[src/rtl/hs32_fetch_pkg.sv]
// hs32_fetch_pkg: types shared by the HS32 instruction fetch unit.
//   hs32_instr     - one 32-bit instruction word as seen by decode
//   HS32_RESET_PC  - default first fetch address
//   hs32_fetch_ent - prefetch queue entry: instruction plus its address
package hs32_fetch_pkg;

    typedef logic [31:0] hs32_instr;

    localparam logic [31:0] HS32_RESET_PC = 32'h0000_0000;

    typedef struct packed {
        hs32_instr   instr;
        logic [31:0] pc;
    } hs32_fetch_ent;

endpackage

[src/rtl/hs32_fetch_if.sv]
// hs32_fetch_if: instruction bus between fetch (master) and memory (slave).
//   addr   - word-aligned read address, held stable while req && !gnt
//   req    - read request
//   gnt    - address accepted this cycle
//   rvalid - read data valid; responses are in order, >=1 cycle after grant
//   rdata  - read data
interface hs32_fetch_if;
    import hs32_fetch_pkg::*;

    logic [31:0] addr;
    logic        req;
    logic        gnt;
    logic        rvalid;
    hs32_instr   rdata;

    modport master (output addr, req, input gnt, rvalid, rdata);
    modport slave  (input addr, req, output gnt, rvalid, rdata);

endinterface

[src/rtl/hs32_fetch_fifo.sv]
// hs32_fifo: small synchronous FIFO, no bypass from push to read port.
//   clk_i, reset_i - clock, synchronous active-high reset
//   flush_i        - synchronous empty (takes priority over push/pop)
//   push_i, data_i - write; accepted when not full or when popping this cycle
//   pop_i          - discard head; ignored when empty
//   data_o         - head entry (undefined content when empty)
//   count_o        - entries held; full_o / empty_o status
module hs32_fifo #(
    parameter int unsigned DEPTH = 2,
    parameter int unsigned W     = 32
) (
    input  logic                     clk_i,
    input  logic                     reset_i,
    input  logic                     flush_i,
    input  logic                     push_i,
    input  logic [W-1:0]             data_i,
    input  logic                     pop_i,
    output logic [W-1:0]             data_o,
    output logic [$clog2(DEPTH):0]   count_o,
    output logic                     full_o,
    output logic                     empty_o
);
    localparam int unsigned AW = $clog2(DEPTH);

    logic [W-1:0]  r_mem [DEPTH];
    logic [AW-1:0] r_rd;
    logic [AW-1:0] r_wr;
    logic [AW:0]   r_cnt;
    logic          w_pop;
    logic          w_push;

    assign empty_o = (r_cnt == '0);
    assign full_o  = (r_cnt == (AW+1)'(DEPTH));
    assign w_pop   = pop_i && !empty_o;
    // A full queue may still take a word when its head leaves in the same cycle.
    assign w_push  = push_i && (!full_o || w_pop);
    assign data_o  = r_mem[r_rd];
    assign count_o = r_cnt;

    always_ff @(posedge clk_i) begin
        if (reset_i || flush_i) begin
            r_rd  <= '0;
            r_wr  <= '0;
            r_cnt <= '0;
        end else begin
            if (w_push) r_wr <= r_wr + AW'(1);
            if (w_pop)  r_rd <= r_rd + AW'(1);
            r_cnt <= r_cnt + (AW+1)'(w_push) - (AW+1)'(w_pop);
        end
    end

    always_ff @(posedge clk_i) begin
        if (w_push) r_mem[r_wr] <= data_i;
    end

endmodule

[src/rtl/hs32_fetch.sv]
// hs32_fetch: HS32 instruction fetch unit.
// Issues word reads, queues returned words in a DEPTH-entry prefetch queue and
// presents the head to decode. A branch flushes the queue, restarts fetch at
// the target and discards responses still in flight for the old stream.
//   clk_i, reset_i        - clock, synchronous active-high reset
//   ibus                  - instruction bus master port
//   br_valid_i/target_i   - redirect pulse and target (bits [1:0] ignored)
//   data_o, pc_o, valid_o - queue head instruction, its address, valid
//   stall_i               - decode stall: head is not consumed this cycle
module hs32_fetch
    import hs32_fetch_pkg::*;
#(
    parameter int unsigned DEPTH    = 2,
    parameter logic [31:0] RESET_PC = HS32_RESET_PC
) (
    input  logic                clk_i,
    input  logic                reset_i,
    hs32_fetch_if.master        ibus,
    input  logic                br_valid_i,
    input  logic [31:0]         br_target_i,
    output hs32_instr           data_o,
    output logic [31:0]         pc_o,
    output logic                valid_o,
    input  logic                stall_i
);
    localparam int unsigned CW = $clog2(DEPTH) + 1;

    logic [31:0]   r_fpc;       // next fetch address
    logic [31:0]   r_fpc_head;  // address of the next word to be pushed
    logic [CW-1:0] r_outst;     // granted, not yet responded
    logic [CW-1:0] r_drop;      // responses still to discard after a branch

    logic [CW-1:0] w_count;
    logic [CW-1:0] w_count_eff;
    logic [CW:0]   w_used;
    logic [CW-1:0] w_outst_nxt;
    logic          w_full;
    logic          w_empty;
    logic          w_pop;
    logic          w_gnt;
    logic          w_rsp;
    logic          w_push;
    logic [31:0]   w_tgt;
    hs32_fetch_ent w_head;
    hs32_fetch_ent w_push_ent;

    assign w_pop       = !w_empty && !stall_i;
    assign w_count_eff = w_count - CW'(w_pop);
    assign w_used      = {1'b0, w_count_eff} + {1'b0, r_outst};

    // Queued plus in-flight words never exceed DEPTH, so every response has a
    // slot waiting for it. The full check is implied by the sum; it just keeps
    // the common full-and-stalled case off the adder path.
    assign ibus.req  = !reset_i && (!w_full || w_pop) && (w_used < (CW+1)'(DEPTH));
    assign ibus.addr = r_fpc;

    assign w_gnt = ibus.req && ibus.gnt;
    // A response with nothing outstanding belongs to a transaction cut off by
    // reset and is ignored entirely.
    assign w_rsp = ibus.rvalid && (r_outst != '0);
    assign w_push = w_rsp && (r_drop == '0) && !br_valid_i;
    assign w_tgt  = {br_target_i[31:2], 2'b00};
    assign w_outst_nxt = r_outst + CW'(w_gnt) - CW'(w_rsp);

    assign w_push_ent = '{instr: ibus.rdata, pc: r_fpc_head};

    hs32_fifo #(
        .DEPTH (DEPTH),
        .W     ($bits(hs32_fetch_ent))
    ) u_fifo (
        .clk_i   (clk_i),
        .reset_i (reset_i),
        .flush_i (br_valid_i),
        .push_i  (w_push),
        .data_i  (w_push_ent),
        .pop_i   (w_pop),
        .data_o  (w_head),
        .count_o (w_count),
        .full_o  (w_full),
        .empty_o (w_empty)
    );

    always_ff @(posedge clk_i) begin
        if (reset_i) begin
            r_fpc      <= RESET_PC;
            r_fpc_head <= RESET_PC;
            r_outst    <= '0;
            r_drop     <= '0;
        end else begin
            r_outst <= w_outst_nxt;
            if (br_valid_i) begin
                r_fpc      <= w_tgt;
                r_fpc_head <= w_tgt;
                // Everything in flight after this edge belongs to the old stream.
                r_drop     <= w_outst_nxt;
            end else begin
                if (w_gnt) r_fpc <= r_fpc + 32'd4;
                if (w_rsp) begin
                    if (r_drop != '0) r_drop     <= r_drop - CW'(1);
                    else              r_fpc_head <= r_fpc_head + 32'd4;
                end
            end
        end
    end

    // Head is zeroed while empty so decode never sees stale queue contents.
    assign valid_o = !w_empty;
    assign data_o  = w_empty ? '0 : w_head.instr;
    assign pc_o    = w_empty ? '0 : w_head.pc;

endmodule

[src/flat_wrapper.sv]
// flat-port wrapper written by rule: the top's interface ports become plain ports
module hs32_fetch_flat import hs32_fetch_pkg::*;
#(
    parameter int unsigned DEPTH    = 2,
    parameter logic [31:0] RESET_PC = HS32_RESET_PC
)
  (clk_i, reset_i, br_valid_i, br_target_i, data_o, pc_o, valid_o, stall_i, ibus_addr, ibus_req, ibus_gnt, ibus_rvalid, ibus_rdata);
  hs32_fetch_if ibus_i ();
  input  logic clk_i;
  input  logic reset_i;
  input  logic br_valid_i;
  input  logic [31:0] br_target_i;
  output hs32_instr data_o;
  output logic [31:0] pc_o;
  output logic valid_o;
  input  logic stall_i;
  output wire logic [$bits(ibus_i.addr)-1:0] ibus_addr;
  output wire logic [$bits(ibus_i.req)-1:0] ibus_req;
  input wire logic [$bits(ibus_i.gnt)-1:0] ibus_gnt;
  input wire logic [$bits(ibus_i.rvalid)-1:0] ibus_rvalid;
  input wire logic [$bits(ibus_i.rdata)-1:0] ibus_rdata;
  assign ibus_addr = ibus_i.addr;
  assign ibus_req = ibus_i.req;
  assign ibus_i.gnt = ibus_gnt;
  assign ibus_i.rvalid = ibus_rvalid;
  assign ibus_i.rdata = ibus_rdata;
  hs32_fetch #(.DEPTH(DEPTH), .RESET_PC(RESET_PC)) u_core (.clk_i(clk_i), .reset_i(reset_i), .ibus(ibus_i), .br_valid_i(br_valid_i), .br_target_i(br_target_i), .data_o(data_o), .pc_o(pc_o), .valid_o(valid_o), .stall_i(stall_i));
endmodule
[config.mk]
export PLATFORM = sky130hd
export DESIGN_NAME = hs32_fetch_flat
export DESIGN_NICKNAME = d
export VERILOG_FILES = /design/src/rtl/hs32_fetch_pkg.sv /design/src/rtl/hs32_fetch_if.sv /design/src/rtl/hs32_fetch_fifo.sv /design/src/rtl/hs32_fetch.sv /design/src/flat_wrapper.sv
export SDC_FILE = /design/constraint.sdc
export NUM_CORES = 1
export LEC_CHECK = 0
export ABC_AREA = 1
export CAP_MARGIN = 20
export CORE_MARGIN = 2
export CORE_UTILIZATION = 35
export CTS_CLUSTER_SIZE = 8
export DETAILED_ROUTE_END_ITERATION = 12
export GPL_ROUTABILITY_DRIVEN = 0
export SLEW_MARGIN = 10
export SYNTH_ARGS = -nofsm -noshare
export SYNTH_HDL_FRONTEND = slang
export SYNTH_SLANG_ARGS = --single-unit
export TNS_END_PERCENT = 5
[constraint.sdc]
create_clock -name clk_i -period 6.1 [get_ports clk_i]
set_clock_uncertainty 0.15 [all_clocks]
set_input_delay 0.61 -clock clk_i [delete_from_list [all_inputs] [get_ports clk_i]]
set_output_delay 0.61 -clock clk_i [all_outputs]
set_load 0.05 [all_outputs]
==> results.json, run 1 <==
{
  "post_cts_resized": 0,
  "fin_crit_sh_pct": 69.7,
  "synth_ff_type": "edfxtp_1",
  "drive_gt1_share_pct": 6.53,
  "ys.warnings.count": 0,
  "regArea_um2": 5110,
  "cts_buffer_depth": 2,
  "die_h_um": 168,
  "rr_startpoint": "u_core.u_fifo.count_o[1]",
  "whs_path_depth": 1,
  "wl_per_cell_um": 15.4,
  "nets": 1353,
  "holdBufCountCts": 0,
  "dp_hpwl_um": 17100,
  "r2r_end": "u_core.r_drop[1]",
  "grt-ovfl-total": 0,
  "finalSetupViolCount": 0,
  "crit_type": "in -> out",
  "routed_wl_um": 25000,
  "finalInstanceArea_um2": 11900,
  "tightestPinTransition_ps": 984,
  "p_per_area_nw_per_um2": 266,
  "r2r_cells": 14,
  "portBuffers": 161,
  "seq_area_frac_synth_pct": 54.2,
  "grt.total_usage_pct": 17.7,
  "async_flop_share_pct": 0,
  "place_area_um2": 11300,
  "ys_ff_latch": 193,
  "arrival_ps": 3490,
  "max_freq_mhz": 235,
  "leakagePower_uw": 0.00436,
  "rows": 60,
  "grt_first_pass_wirelength_um": 39600,
  "ios": 168,
  "cts_buffers": 17,
  "drt-initial-drc-count": 614,
  "syn_avg_cell_area_um2": 8.36,
  "fill_cells": 2656,
  "syn-cell-area_um2": 9430,
  "synth_edf_count": 124,
  "hold_viol_final": 0,
  "p_seq_share_pct": 48.9,
  "multiInputGateArea_um2": 3680,
  "regToRegSetupSlack_ps": 2730,
  "dieWidth_um": 168,
  "antenna_found_initial": 0,
  "clock-root-buffer": "clkbuf_16",
  "switching_share_pct": 30.3,
  "drv_cap": 0,
  "grt_setup_unrepaired": "false",
  "cts_sinks": 193,
  "min_period_ps": 4250,
  "hold_start": "u_core.u_fifo.r_rd",
  "end_kind": "output pin",
  "cts_tree": "done",
  "startpoint_type": "input port",
  "p_clk_share_pct": 34.4,
  "combinationalPowerShare_pct": 16.6,
  "vias": 7923,
  "cts_setup_buffers": 0,
  "start_util_pct": 35.3,
  "syn_inst": 1127,
  "vias_per_cell": 4.87,
  "grt_start_max_net_pins": 64,
  "hold_path.class": "reg -> reg",
  "critPathMaxFanout": 5,
  "status": "finished clean",
  "grt_pass1_vias": 7471,
  "ant_nets": 0,
  "fin_setup_tns_ps": 0,
  "ir_drop_v": 0.000187,
  "max_slew_margin_pct": 34.3,
  "die_area_um2": 28300,
  "clkLatencyLatePin_ps": 430,
  "drc": 0,
  "p_sw_uw": 960,
  "area_growth_pct": 26.5,
  "coreArea_um2": 26700,
  "placed_cells": 1596,
  "synth_cell_types": 39,
  "cp.required_ps": 5340,
  "fin_cells": 1628,
  "p_int_uw": 2210,
  "drt_first_pass_iters": 5,
  "clk_pin_slew_ps": 70,
  "h-tree-depth": 4,
  "final_max_slew_viol_count": 0,
  "diodes": 0
}
==> worst max-delay path, cell delays in order <==
cell and delay, ps:
clkdlybuf4s50_1 440, nor2_1 280, ha_1 290, or2_2 300, fa_1 480, inv_1 60
nor2_4 130, nand2_1 60, inv_1 50, clkdlybuf4s50_1 790
==> registers in the layout, summed over array words and instances, names as in the netlist, named ones only <==
name and count:
u_core.r_drop 2, u_core.ibus.addr 30, u_core.r_outst 2, u_core.u_fifo.count_o 2, u_core.u_fifo.r_wr 1, u_core.u_fifo.r_rd 1
u_core.u_fifo.r_mem 124, u_core.r_fpc_head 30
==> cell usage in the layout (no fill, tap or decap), types with 2 or more instances in the layout <==
cell,Yosys,routed
nor2_1,89,86
clkbuf_16,0,17
ha_1,8,8
inv_8,0,5
or2_2,5,5
nor3_1,2,2
xor2_1,16,16
inv_6,0,2
o21ai_1,9,9
clkdlybuf4s50_1,0,160
nand2_1,368,368
o21ai_0,32,32
buf_4,8,5
buf_12,0,2
nand2_2,7,7
xnor2_1,3,3
a31oi_1,12,12
edfxtp_1,124,124
clkinv_4,0,3
inv_1,115,115
o21bai_1,2,2
dfxtp_1,69,68
nand3_1,64,64
and2_1,2,2
o211ai_1,2,2
nor2_4,13,16
nor2_2,6,6
nand2_4,3,3
nand3b_1,4,4
clkinv_8,0,2
a21oi_1,110,110
inv_2,4,4
nand4_1,6,6
conb_1,1,4
==> final cells by class <==
type | instances | share of cell area, %
Timing Repair Buffer | 168 | 14.1
Multi-Input combinational cell | 775 | 30.9
Inverter | 119 | 3.75
Clock inverter | 14 | 1.21
Tap cell | 341 | 3.58
Sequential cell | 193 | 42.8
Clock buffer | 18 | 3.60
==> how the worst max path moves through the flow <==
stage | start | depth (start not counted) | end
final | stall_i | 10 | ibus_req
after global routing | stall_i | 10 | ibus_req
after CTS | stall_i | 10 | ibus_req
after detailed placement | stall_i | 10 | ibus_req
after global placement | stall_i | 10 | ibus_req
after floorplan | ibus_rvalid | 6 | u_core.u_fifo.r_mem[0][10]
==> power by group through the flow <==
stage	Combinational, µW	Clock, µW	Sequential [µW]
after detailed placement	528	0	1580
after global routing	577	1160	1560
after floorplan	306	0	1610
after CTS	531	1100	1550
final	526	1090	1550
after global placement	521	0	1570
==> through the flow <==
step                util, %  setup slack (ps)  hold WS (ps)  power (µW)
finish                 44.6              1850           306        3170
global route           44.6              1740           327        3290
CTS                    44.6              1820           305        3180
detailed placement     42.5              1820           292        2110
global placement       42.5              1840           284        2100
floorplan                 -              1770           275        1910
==> logic make-up after synthesis <==
| kind of cell | after synthesis | synth area share [%] |
|---|---|---|
| AOI/OAI and AO/OA | 171 | 9.49 |
| xor gates and xnor gates | 19 | 1.77 |
| DFF | 193 | 54.2 |
| other | 1 | 0.0398 |
| adders and majority gates | 9 | 1.27 |
| and+or+nand+nor | 572 | 26.2 |
| buffers and inverters | 162 | 7.10 |
==> Yosys cell counts, types with 8 or more instances <==
cell type | number | share of area (%)
nor2_4 | 13 | 1.6
inv_1 | 115 | 4.6
xor2_1 | 16 | 1.5
a21oi_1 | 110 | 5.8
nor2_1 | 89 | 3.5
clkbuf_1 | 24 | 0.96
edfxtp_1 | 124 | 40
nand3_1 | 64 | 3.4
nand2_1 | 368 | 15
dfxtp_1 | 69 | 15
buf_4 | 8 | 0.64
a31oi_1 | 12 | 0.80
o21ai_1 | 9 | 0.48
o21ai_0 | 32 | 1.7
ha_1 | 8 | 1.1
==> per-layer routing <==
layer / track usage (%) / vias up / part of all wire, %
met5: 0 / - / 0
met4: 3.07 / 0 / 0.81
met3: 3.24 / 12 / 5.2
met2: 28.6 / 237 / 44
met1: 25.3 / 3709 / 50
li1: - / 3965 / -
(Power assumes the default switching activity.)
==> run 2, diff against run 1 <==
clock period = 4.1 ns   (was 6.1 ns; I/O delays follow)
==> results.json, run 2 (same netlist as run 1, synthesis figures left out) <==
{
  "drt-initial-drc-count": 494,
  "layout_commonest_cell": "nand2_1",
  "grt-ovfl-total": 0,
  "start_util_pct": 35.3,
  "largest_reg_flops": 124,
  "regArea_um2": 5110,
  "nets": 1355,
  "grt.total_usage_pct": 17.8,
  "die_area_um2": 28300,
  "die_h_um": 168,
  "cts_setup_buffers": 0,
  "p_per_area_nw_per_um2": 395,
  "holdWs_ps": 227,
  "clock-root-buffer": "clkbuf_16",
  "cp.required_ps": 4320,
  "final_max_slew_viol_count": 0,
  "cts_buffers": 17,
  "fin_crit_sh_pct": 81.1,
  "min_period_ps": 3320,
  "ios": 168,
  "ir_drop_v": 0.000285,
  "placed_cells": 1598,
  "coreArea_um2": 26700,
  "top_register": "u_core.u_fifo.r_mem",
  "grt_start_max_net_pins": 64,
  "arrival_ps": 3550,
  "clkLatencyLatePin_ps": 430,
  "startpoint_type": "register",
  "p_total_uw": 4720,
  "ant_nets": 0,
  "fill_cells": 2598,
  "routed_wl_um": 25100,
  "vias_per_cell": 4.85,
  "drv_cap": 0,
  "max_freq_mhz": 301,
  "crit_type": "reg -> reg",
  "multiInputGateArea_um2": 3680,
  "clk_pin_slew_ps": 70,
  "max_slew_margin_pct": 41.1,
  "status": "finished clean",
  "critPathMaxFanout": 6,
  "drt_first_pass_iters": 5,
  "finalSetupViolCount": 0,
  "grt_setup_unrepaired": "false",
  "post_cts_resized": 0,
  "dieWidth_um": 168,
  "grt_pass1_vias": 7479,
  "holdBufCountCts": 0,
  "portBuffers": 161,
  "end_kind": "register",
  "h-tree-depth": 4,
  "leakagePower_uw": 0.00438,
  "hold_viol_final": 0,
  "area_growth_pct": 26.8,
  "drc": 0,
  "grt_first_pass_wirelength_um": 39200,
  "dp_hpwl_um": 17200,
  "wl_per_cell_um": 15.4,
  "diodes": 0,
  "tightestPinTransition_ps": 880,
  "antenna_found_initial": 0,
  "rows": 60,
  "fin_cells": 1630,
  "layout_common_cells": "nand2_1 (368), clkdlybuf4s50_1 (159), edfxtp_1 (124)",
  "cts_sinks": 193,
  "cts_buffer_depth": 2,
  "vias": 7913,
  "hold_path.class": "in -> reg",
  "drive_gt1_share_pct": 6.83,
  "cts_tree": "done"
}
[run 2: cell count changes in the layout (fill, tap and decap cells not counted), sizes merged]
cell and change:
inv +2, clkbuf +1, clkdlybuf4s50 -1, clkinv -3, buf +3
[run 2: critical path: stages, from the launching register on]
cell and delay, ps:
dfxtp_1 460, nor2_4 70, nor2_1 250, ha_1 290, or2_2 300, fa_1 480
inv_1 60, nor2_4 130, nand3_4 150, inv_1 190, ha_1 180, xor2_1 170
xor2_1 200, nor2_1 60, nor2_1 120
[run 2: worst paths after layout]
check | slack (ps) | depth (start not counted) | from | end
min | 230 | 4 | reset_i | u_core.ibus.addr[29]
min reg2reg | 320 | 1 | u_core.u_fifo.r_rd | register
max reg2reg | 780 | 14 | u_core.u_fifo.count_o[1] | u_core.r_drop[1]
max | 780 | 14 | u_core.u_fifo.count_o[1] | u_core.r_drop[1]
[run 2: where the power goes]
part           switching (µW)  total, µW  internal (µW)
registers                 104       2310           2200
clock network             791       1620            831
logic                     516        788            272
total                    1410       4720           3300
[run 2: cell type report]
type,count,share of cell area [%]
clock inverters,13,1.15
flip-flops and latches,193,42.7
inverters,119,3.74
repair buffers,170,14.3
clock buffers,19,3.71
multi-input cells,775,30.8
well taps,341,3.57
[run 2: through the flow]
step                      util (%)  setup TNS, ps  setup WS, ps  instance area (µm²)
final                         44.7              0           776                12000
after global routing          44.7              0           522                12000
after CTS                     44.7              0           735                12000
after detailed placement      42.6              0           369                11400
after global placement        42.6              0           404                11400
after floorplan                  -         -13520          -109                 9440
[run 2: routing by layer]
| metal | share of wire (%) | GRT usage [%] |
|---|---|---|
| met3 | 6.6 | 4.09 |
| met1 | 48 | 24.8 |
| met5 | 0 | 0 |
| met4 | 1.6 | 4.99 |
| met2 | 44 | 27.8 |
==> run 3, diff against run 2 <==
clock period = 3.1 ns   (was 4.1 ns; I/O delays follow)
==> results.json, run 3 (same netlist as run 1, synthesis figures left out) <==
{
  "post_cts_resized": 0,
  "cp.required_ps": 2640,
  "dp_hpwl_um": 17500,
  "max_freq_mhz": 336,
  "hold_viol_final": 0,
  "die_area_um2": 28300,
  "ir_drop_v": 0.000338,
  "antenna_found_initial": 0,
  "ios": 168,
  "fin_ws_ps": 123,
  "dr.max_layer_used": "met4",
  "max_stage_delay_ps": 480,
  "fin_cells": 1642,
  "placed_cells": 1611,
  "rows": 60,
  "dieWidth_um": 168,
  "arrival_ps": 2520,
  "vias": 7928,
  "drc": 0,
  "holdBufCountCts": 0,
  "regToRegSetupSlack_ps": 240,
  "cts_sinks": 193,
  "cts_buffer_depth": 2,
  "min_period_ps": 2980,
  "grt.total_usage_pct": 18.2,
  "wl_met2_um": 11200,
  "finalSetupViolCount": 0,
  "max_slew_margin_pct": 52.1,
  "grt_pass1_vias": 7531,
  "top_register": "u_core.u_fifo.r_mem",
  "startpoint_type": "register",
  "largest_reg_flops": 124,
  "diodes": 0,
  "start_util_pct": 35.3,
  "area_growth_pct": 26.6,
  "wl_met1_um": 12300,
  "nets": 1368,
  "clkLatencyLatePin_ps": 440,
  "critPathMaxFanout": 3,
  "dr_wl_met3_um": 1710,
  "r2r_end": "u_core.r_drop[1]",
  "drive_gt1_share_pct": 12.5,
  "clk_pin_slew_ps": 80,
  "grt_first_pass_wirelength_um": 40200,
  "routed_wl_um": 25500,
  "cts_tree": "done",
  "grt_start_max_net_pins": 64,
  "leakagePower_uw": 0.00459,
  "portBuffers": 161,
  "cpMaxStageDelayCell": "fa_1",
  "drt_first_pass_iters": 6,
  "hold_start": "reset_i",
  "r2r_cells": 14,
  "final_max_slew_viol_count": 0,
  "rr_startpoint": "u_core.u_fifo.count_o[0]",
  "holdPathEnd": "u_core.r_fpc_head[26]",
  "fin_crit_sh_pct": 96.0,
  "holdWs_ps": 120,
  "p_per_area_nw_per_um2": 525,
  "place_ws_ps": -105,
  "cts_setup_buffers": 0,
  "status": "finished clean",
  "layout_common_cells": "nand2_1 (368), edfxtp_1 (124), inv_1 (115)",
  "coreArea_um2": 26700,
  "grt-ovfl-total": 0,
  "drt-initial-drc-count": 630,
  "drv_cap": 0,
  "tightestPinTransition_ps": 718,
  "clock-root-buffer": "clkbuf_16",
  "ant_nets": 0,
  "vias_per_cell": 4.83,
  "grt_setup_unrepaired": "false",
  "layout_commonest_cell": "nand2_1",
  "p_total_uw": 6260,
  "cp_cell_sequence": "nor2_4 -> nor2_1 -> ha_1 -> or2_2 -> fa_1 -> inv_1 -> nor2_4 -> nand2_1 -> inv_1 -> buf_12",
  "end_kind": "output pin",
  "fin_setup_tns_ps": 0,
  "die_h_um": 168,
  "crit_type": "reg -> out",
  "wl_per_cell_um": 15.6,
  "hold_path.class": "in -> reg",
  "whs_path_depth": 4,
  "cts_buffers": 17,
  "h-tree-depth": 4
}
==> run 3: cell types whose count changed in the layout (fill, tap and decap cells not counted), sizes merged <==
cell / change
clkbuf: -2
clkinv: +2
clkdlybuf4s50: -62
buf: +75
clkinvlp: -1
==> run 3: layer usage <==
metal  up-vias  track usage (%)
met4         0             3.71
li1       3996                -
met5         -                0
met1      3676             25.8
met3        22             4.14
met2       234             28.7
==> run 3: stage by stage <==
| step | cell area, µm² | util [%] |
|---|---|---|
| after floorplan | 9440 | - |
| after global placement | 11400 | 42.5 |
| after CTS | 11900 | 44.6 |
| after global routing | 11900 | 44.6 |
| after detailed placement | 11400 | 42.5 |
| final | 11900 | 44.6 |
==> run 3: layout make-up <==
type                            count  area [µm²]
Clock buffer                       17         425
Multi-Input combinational cell    775        3680
Clock inverter                     14         140
Fill cell                        2599       14800
Inverter                          119         447
Timing Repair Buffer              183        1700
Sequential cell                   193        5110
Tap cell                          341         427
==> run 3: worst max path at each step <==
stage | to | from
final | ibus_req | u_core.u_fifo.count_o[0]
after global routing | ibus_req | u_core.u_fifo.count_o[0]
after CTS | ibus_req | u_core.u_fifo.count_o[0]
after detailed placement | u_core.r_drop[1] | stall_i
after global placement | u_core.r_drop[1] | stall_i
after floorplan | u_core.u_fifo.r_mem[0][10] | u_core.r_drop[0]
==> run 3: report_power, final <==
part	switching, µW	internal [µW]	leakage, µW
clock network	1070	1070	0.000280
registers	136	2910	0.00170
logic	698	373	0.00261
total	1910	4350	0.00459
==> run 3: worst max-delay path: cells and delay by family (launching register included) <==
family	cells	cell delay [ps]
fa+ha+maj	2	720
buf+inv	3	290
flops	1	400
simple gates	5	660
